### src/rtl/cpu_run_ctrl_pkg.sv
// cpu_run_ctrl_pkg: run-state encoding, result window size and program address tables
package cpu_run_ctrl_pkg;
  localparam int RES_BYTES = 16;
  localparam int LW = $clog2(RES_BYTES + 1);
  typedef enum logic [2:0] {S_IDLE, S_LAUNCH, S_CLEAR, S_RUN, S_CAPTURE, S_DRAIN, S_DONE} run_state_t;
  localparam logic [31:0] PROG_START [4] = '{32'h0000_0000, 32'h0000_0100, 32'h0000_0200, 32'h0000_0300};
  localparam logic [31:0] PROG_END [4] = '{32'h0000_00fc, 32'h0000_01fc, 32'h0000_02fc, 32'h0000_03fc};
  function automatic logic [31:0] prog_start(input logic [31:0] idx);
    return idx < 32'd4 ? PROG_START[idx[1:0]] : '0;
  endfunction
  function automatic logic [31:0] prog_end(input logic [31:0] idx);
    return idx < 32'd4 ? PROG_END[idx[1:0]] : '0;
  endfunction
endpackage

### src/rtl/res_byte_shifter.sv
// res_byte_shifter: holds the captured result window and emits it byte 0 first over valid/ready
module res_byte_shifter
  import cpu_run_ctrl_pkg::*;
(
  input  logic                   clk,
  input  logic                   rst_n,
  input  logic                   load,
  input  logic [8*RES_BYTES-1:0] res,
  input  logic [LW-1:0]          len,
  input  logic                   out_ready,
  output logic                   out_valid,
  output logic [7:0]             out_data,
  output logic                   out_last
);
  logic [8*RES_BYTES-1:0] res_q;
  logic [LW-1:0] rem;
  always_ff @(posedge clk or negedge rst_n) begin
    if (!rst_n) begin
      res_q <= '0;
      rem <= '0;
    end else if (load) begin
      res_q <= res;
      rem <= len;
    end else if (out_valid && out_ready) begin
      res_q <= {8'h00, res_q[8*RES_BYTES-1:8]};
      rem <= rem - 1'b1;
    end
  end
  assign out_valid = rem != '0;
  assign out_data = res_q[7:0];
  assign out_last = rem == LW'(1);
endmodule

### src/rtl/cpu_run_ctrl.sv
// cpu_run_ctrl: launches a CPU program run, waits for its result and streams the bytes out.
// Optional RUN_WATCHDOG_EN adds a CLEAR/RUN timeout that aborts to DONE with err_timeout.
module cpu_run_ctrl
  import cpu_run_ctrl_pkg::*;
#(
  parameter int NUM_PROGS = 4,
  parameter int ENCODE_HOLD = 4
`ifdef RUN_WATCHDOG_EN
  , parameter int TIMEOUT_CYC = 2**24
`endif
) (
  input  logic                         clk,
  input  logic                         rst_n,
  input  logic                         req_valid,
  output logic                         req_ready,
  input  logic [$clog2(NUM_PROGS)-1:0] req_prog,
  output logic                         cpu_encode,
  output logic [31:0]                  cpu_prognum,
  output logic [31:0]                  cpu_initialeip,
  output logic [31:0]                  cpu_endeip,
  input  logic                         cpu_finalflag,
  input  logic [127:0]                 cpu_finalres,
  input  logic [31:0]                  cpu_finallength,
  output logic                         out_valid,
  input  logic                         out_ready,
  output logic [7:0]                   out_data,
  output logic                         out_last,
  output logic                         done,
  output logic                         busy,
  output logic                         err_len,
  output logic                         err_timeout
);
  run_state_t state, nxt;
  logic [$clog2(ENCODE_HOLD)-1:0] enc_cnt;
  logic accept, over, wd_hit, hs_last;
  logic [LW-1:0] cap_len;
  assign accept = req_valid & req_ready;
  assign over = cpu_finallength > 32'(RES_BYTES);
  assign cap_len = over ? LW'(RES_BYTES) : cpu_finallength[LW-1:0];
  assign hs_last = out_valid & out_ready & out_last;
  assign req_ready = state == S_IDLE;
  assign busy = state != S_IDLE;
  assign done = state == S_DONE;
  assign cpu_encode = state == S_LAUNCH;
`ifdef RUN_WATCHDOG_EN
  logic [31:0] wd_cnt;
  logic waiting;
  assign waiting = state == S_CLEAR || state == S_RUN;
  assign wd_hit = waiting && wd_cnt == 32'(TIMEOUT_CYC - 1);
  always_ff @(posedge clk or negedge rst_n) begin
    if (!rst_n) begin
      wd_cnt <= '0;
      err_timeout <= 1'b0;
    end else begin
      wd_cnt <= accept ? '0 : waiting ? wd_cnt + 1'b1 : wd_cnt;
      err_timeout <= accept ? 1'b0 : (err_timeout | wd_hit);
    end
  end
`else
  assign wd_hit = 1'b0;
  assign err_timeout = 1'b0;
`endif
  always_ff @(posedge clk or negedge rst_n) begin
    if (!rst_n) begin
      state <= S_IDLE;
      enc_cnt <= '0;
      cpu_prognum <= '0;
      cpu_initialeip <= '0;
      cpu_endeip <= '0;
      err_len <= 1'b0;
    end else begin
      state <= nxt;
      enc_cnt <= state == S_LAUNCH ? enc_cnt + 1'b1 : '0;
      if (accept) begin
        cpu_prognum <= 32'(req_prog);
        cpu_initialeip <= prog_start(32'(req_prog));
        cpu_endeip <= prog_end(32'(req_prog));
      end
      err_len <= accept ? 1'b0 : (err_len | (state == S_CAPTURE && over));
    end
  end
  // A stale finalflag from the previous run must fall before a new rise is trusted
  always_comb begin
    nxt = state;
    case (state)
      S_IDLE:    nxt = accept ? S_LAUNCH : S_IDLE;
      S_LAUNCH:  nxt = enc_cnt == ($bits(enc_cnt))'(ENCODE_HOLD - 1) ? S_CLEAR : S_LAUNCH;
      S_CLEAR:   nxt = wd_hit ? S_DONE : !cpu_finalflag ? S_RUN : S_CLEAR;
      S_RUN:     nxt = cpu_finalflag ? S_CAPTURE : wd_hit ? S_DONE : S_RUN;
      S_CAPTURE: nxt = cap_len != '0 ? S_DRAIN : S_DONE;
      S_DRAIN:   nxt = hs_last ? S_DONE : S_DRAIN;
      S_DONE:    nxt = S_IDLE;
      default:   nxt = S_IDLE;
    endcase
  end
  res_byte_shifter u_shift (
    .clk       (clk),
    .rst_n     (rst_n),
    .load      (state == S_CAPTURE),
    .res       (cpu_finalres),
    .len       (cap_len),
    .out_ready (out_ready),
    .out_valid (out_valid),
    .out_data  (out_data),
    .out_last  (out_last)
  );
endmodule

### config.mk
export PLATFORM = sky130hd
export DESIGN_NAME = cpu_run_ctrl
export DESIGN_NICKNAME = d
export VERILOG_FILES = /design/src/rtl/cpu_run_ctrl_pkg.sv /design/src/rtl/res_byte_shifter.sv /design/src/rtl/cpu_run_ctrl.sv
export SDC_FILE = /design/constraint.sdc
export NUM_CORES = 1
export LEC_CHECK = 0
export BUFFER_PORTS_ARGS = -buffer_cell sky130_fd_sc_hd__buf_2
export CORE_MARGIN = 4
export CORE_UTILIZATION = 29
export DETAILED_ROUTE_END_ITERATION = 16
export HOLD_SLACK_MARGIN = 0.12
export SYNTH_ARGS = -nofsm -noshare
export SYNTH_HDL_FRONTEND = slang
export SYNTH_SLANG_ARGS = --single-unit
### constraint.sdc
create_clock -name clk -period 2.25 [get_ports clk]
set_clock_uncertainty 0.1 [all_clocks]
set_input_delay 0.675 -clock clk [delete_from_list [all_inputs] [get_ports clk]]
set_output_delay 0.675 -clock clk [all_outputs]
set_load 0.03 [all_outputs]
; Word-level counts from Yosys, hierarchy flattened
; Cells that the tools add are included.
[word_totals]
ramBits = 0
input_bits = 167
memories = 0
regBits = 205
elab_cells = 52
romBits = 0
latch_bits = 0
out_inout_bits = 112
[op_classes]
n_lt_le_gt_ge = 2
addsub = 2
reduce_logical = 7
div_mod_pow = 0
n_eq_ne = 8
n_bitwise = 5
multipliers = 0
shift = 0
n_mux = 20
[ops]
columns = operator, n
row1 = 128-bit 2-to-1 mux, 2
row2 = 32-bit binary-select mux with 2-bit select, 2
row3 = 32-bit 2-to-1 mux, 4
row4 = 32-bit by 5-bit greater-than comparator with 1-bit output (second input constant), 1
row5 = 3-bit one-hot mux with 6 select lines, 1
row6 = 5-bit 2-to-1 mux, 3
row7 = 5-bit nonzero test, 2
row8 = 3-bit equality test (second input constant), 3
row9 = 2-bit 2-to-1 mux, 4
row10 = 3-bit by 2-bit equality test with 1-bit output (second input constant), 2
row11 = 5-bit by 1-bit equality test with 1-bit output (second input constant), 1
row12 = 5-bit by 1-bit subtractor with 5-bit output (second input constant), 1
row13 = 1-bit bitwise AND, 3
row14 = 3-bit by 1-bit equality test with 1-bit output (second input constant), 1
row15 = 3-bit greater-or-equal comparator (second input constant), 1
row16 = 3-bit logical NOT, 1
row17 = 1-bit 2-to-1 mux, 3
row18 = 3-bit 2-to-1 mux, 1
row19 = 2-bit inverter with 3-bit output, 1
row20 = 3-bit nonzero test, 1
row21 = 2-bit by 1-bit adder with 2-bit output (second input constant), 1
row22 = 2-bit equality test (second input constant), 1
row23 = 1-bit logical AND, 2
row24 = 2-bit nonzero test, 1
row25 = 1-bit OR, 1

; Depth between registers and ports, before layout
[logic_depth]
word_depth = 5
mapped_depth = 10
ltp_nobuf = 6

; By module
; A second synthesis with hierarchy kept.
[hier_totals]
cells_unflattened = 916
area_unflattened_um2 = 8022.7
[modules_own_cells]
columns = module, cells_per_inst, instances, area_per_inst_um2, seq_area_each_um2
row1 = res_byte_shifter, 759, 1, 6750.2, 3328.2
row2 = cpu_run_ctrl, 157, 1, 1272.5, 225.2

; Worst setup path after synthesis
; OpenSTA, ideal clock, no wires.
[synth_path]
kind = flip-flop to output port
startpoint = reg u_shift.rem[1]
endpoint = out out_last
setup_slack_ns = -0.193
arrival_ns = 1.668
stages_incl_launch_ff = 4
path_buffers = 0
required_ns = 1.475
cell_sequence = dfrtp_1 > inv_1 > ha_1 > nor4b_1
[synth_between]
elab_chain_cells = 1
[synth_rtl]
columns = item, line
row1 = start: declaration, res_byte_shifter.sv:16  ; logic [LW-1:0] rem;
row2 = start signal: assignment, res_byte_shifter.sv:23  ; rem <= len;
row3 = start signal: assignment, res_byte_shifter.sv:26  ; rem <= rem - 1'b1;
row4 = 5-bit by 1-bit equality test with 1-bit output, res_byte_shifter.sv:31  ; assign out_last = rem == LW'(1);
row5 = end: declaration, cpu_run_ctrl.sv:27  ; output logic out_last,
; No other way between the ends.

; Worst setup path after layout
[layout_path]
startpoint = reg u_shift.rem[0]
endpoint = out out_valid
[layout_between]
elab_chain_cells = 1
[layout_rtl]
columns = item, line
row1 = 5-bit nonzero test, res_byte_shifter.sv:29  ; assign out_valid = rem != '0;
row2 = end: declaration, cpu_run_ctrl.sv:24  ; output logic out_valid,
; No other way between the ends.

==> results.md <==
- Status: finished, violations left
- Failing checks: setup timing
- Hold WC Path Type: in2async
- Leakage power: 0.004566 µW
- Std-Cell Core Area: about 26,000 µm²
- Clock sinks: about 140
- HPWL after DPL: 15.43 mm
- Vias in the first global route: 6,079
- Post-route setup TNS: -0.3029 ns
- Largest family of logic cells by synthesized area: compound AO/OA/AOI/OAI gates
- WP data arrival: 1.65 ns
- Compound-Gate Fraction of Synth Area: 21.31%
- Final Setup Violations: 2
- CTS Buf Count: 17
- Num ports: 279
- Post-synthesis cell area: between 7000 and 8000 µm²
- CP endpoint kind: output pin
- Sequential area share after synthesis: 46.37%
- Max Root-Sink Buffers: 2
- First-pass GRT wire length: 33.12 mm
- Initial Util: between 20% and 30%
- Syn Area/Cell: ~8.6 µm²
- Clk Tree Root Cell: clkbuf_16
- Grt ovf: 0
- Top cells by count, synth: a21oi_1, nand2_1, dfrtp_1, nor2_1, buf_4
- All-Layer GR Usage: 14.43%
- Number of antenna diodes: 0
- Final cell count without fillers: 1,414
- #FFs+latches synth: 142
- Power Total: around 12,000 µW
- Synth area leaders: dfrtp_1, a21oi_1, buf_4
- Final Util: a little under two fifths
- Required @ worst endpoint: 1.47 ns
- Tcrit/Tclk final: 107.6%
- FF-to-FF setup slack: 0.09 ns
- Post-synth top area cell: dfrtp_1
- Nets@finish: 1,237
- DR WL/cell: 15.71 µm
- XOR/XNOR Fraction of Synth Area: 0.2286%
- Least-Margin Pin Slew: 0.6066 ns
- Synthesis Warnings: 0
- Final ANT Viol Nets: 0
- Die height: ~170 µm
- Share of layout cells above drive strength 1: between 30% and 40%
- Worst-path fanout max: 2
- Number of synthesized flops with an enable pin: 0
- Fmax: 413.2 MHz
- Antenna violations before repair: 1
- P&R area growth vs syn: 24.98%
- Final Hold Vio Count: 0
- CTS HTree Levels: 4
- Yosys top cell area share: 46.37%
- Cell variety after synth: 40
- Final Max Tran Viols: 0
- Asr flop ratio synth: 100.0%
- Post-synthesis mux area share: 0.6858%
- Slew margin rel.: 59.19%
- Residual DRC count: 0
- Worst setup SP type: flip-flop
- First-pass DRT Iterations: 6
- Die W: around 170 µm
- Initial DRC Count: 324
- Via/cell ratio: 4.525
- PortBufs: around 190
- Post-synth top flop: dfrtp_1
- Crit path time final: 2.420 ns
- Placer Congestion: 0.7765
- Crit path kind: reg2out
- Placed Cells: 1,365
- Max Cap Violations: 0
- Worst-skew pair later-pin latency: 0.42 ns
- PnR worst setup slack: -0.1703 ns
- Power density cells: roughly 1200 nW/µm²
- Adder-Cell Fraction of Synth Area: 0.6532%
- Row cnt: 59
- Syn Inst Count: 886
- RSZ-0062 raised after global routing: yes
- Largest net degree at the start of global routing: 89
- Vias: 6,398
- Peak supply drop: 704.1 µV
- Reg clk slew, reported paths: 0.06 ns
- Final WL: roughly 22 mm
- Most numerous cell in the Yosys netlist: a21oi_1
- Post-synthesis simple-gate area fraction: 16.23%
- CTS tree: yes
- Die Footprint: 29,090 µm²
==> metrics by stage <==
step | worst slack (ns) | hold WS [ns] | instance area [µm²]
floorplan | 0.009956 | 0.2794 | 7984
global placement | 0.05802 | 0.3228 | 8700
detailed placement | 0.002883 | 0.3381 | 8700
CTS | -0.1792 | 0.1356 | 9424
global route | -0.2128 | 0.1571 | 9577
finish | -0.1703 | 0.1401 | 9577
==> placed cells by master (no fill, tap or decap), drive strengths merged, types with 2 or more instances in the layout <==
cell type  Yosys  final
a21oi        247    247
a31o           3      3
a41oi          2      2
and2           3      5
buf          138    235
bufinv         0      2
clkbuf        24     24
clkinv         0      8
conb           1     85
dfrtp        142    142
ha             4      4
inv            4      4
mux2           2      2
mux2i          3      3
nand2        144    144
nand2b         4      4
nand3          9      9
nor2         127    127
nor3           3      3
nor4           7      7
o21ai          3      3
or4            2      2
==> worst max-delay path, stage by stage (launching register included) <==
cell	delay [ns]
dfrtp_1	0.39
inv_2	0.09
ha_4	0.13
or4b_4	0.46
buf_6	0.16
==> registers in the layout, indices dropped and copies added, names as in the netlist <==
name,flops
u_shift.res_q,128
cpu_endeip,2
state,3
u_shift.rem,5
err_len,1
enc_cnt,2
cpu_prognum,1
==> final cells by class <==
cell class | instances | area [µm²]
Timing Repair Buffer | 237 | 1564
Multi-Input combinational cell | 664 | 3428
Fill cell | 2700 | 16480
Tap cell | 335 | 419.2
Clock inverter | 10 | 111.4
Clock buffer | 22 | 484.2
Inverter | 4 | 15.01
Sequential cell | 142 | 3555
==> final timing paths <==
| kind | start | end | cells past startpoint |
|---|---|---|---|
| min reg2reg | enc_cnt[0] | enc_cnt[0] | 1 |
| max | u_shift.rem[0] | out_valid | 4 |
| max in group asynchronous | rst_n | u_shift.rem[1] | 2 |
| max reg2reg | u_shift.rem[0] | u_shift.res_q[24] | 9 |
| min in group clk | enc_cnt[0] | enc_cnt[0] | 1 |
| min | rst_n | u_shift.res_q[56] | 2 |
==> kinds of logic (layout without fill, tap and decap cells) <==
| family | count (synthesis) | after routing |
|---|---|---|
| compound gates | 259 | 259 |
| xor+xnor | 2 | 2 |
| fa+ha+maj | 4 | 4 |
| buf+inv | 166 | 273 |
| flops | 142 | 142 |
| mux | 5 | 5 |
| other cells | 1 | 85 |
| simple gates | 307 | 309 |
==> where the power goes <==
part	internal (µW)	switching, µW
clock	1750	1110
sequential	3720	831
combinational	1890	2580
total	7350	4520
==> timing repair <==
action,4_1_cts,5_1_grt
hold endpoints to repair,0,0
gates resized for setup,19,9
setup buffers,7,6
hold buffers,0,0
pin swaps,1,2
setup endpoints to repair,6,79
cloned,0,4
==> layer usage <==
metal	track usage, %	wire [µm]	vias to the layer above
met5	0	13	-
met1	19.74	9661	3031
li1	-	-	3119
met4	3.819	239	2
met2	23.14	10680	229
met3	3.350	1612	17
Power figures use the tool's default switching activity.
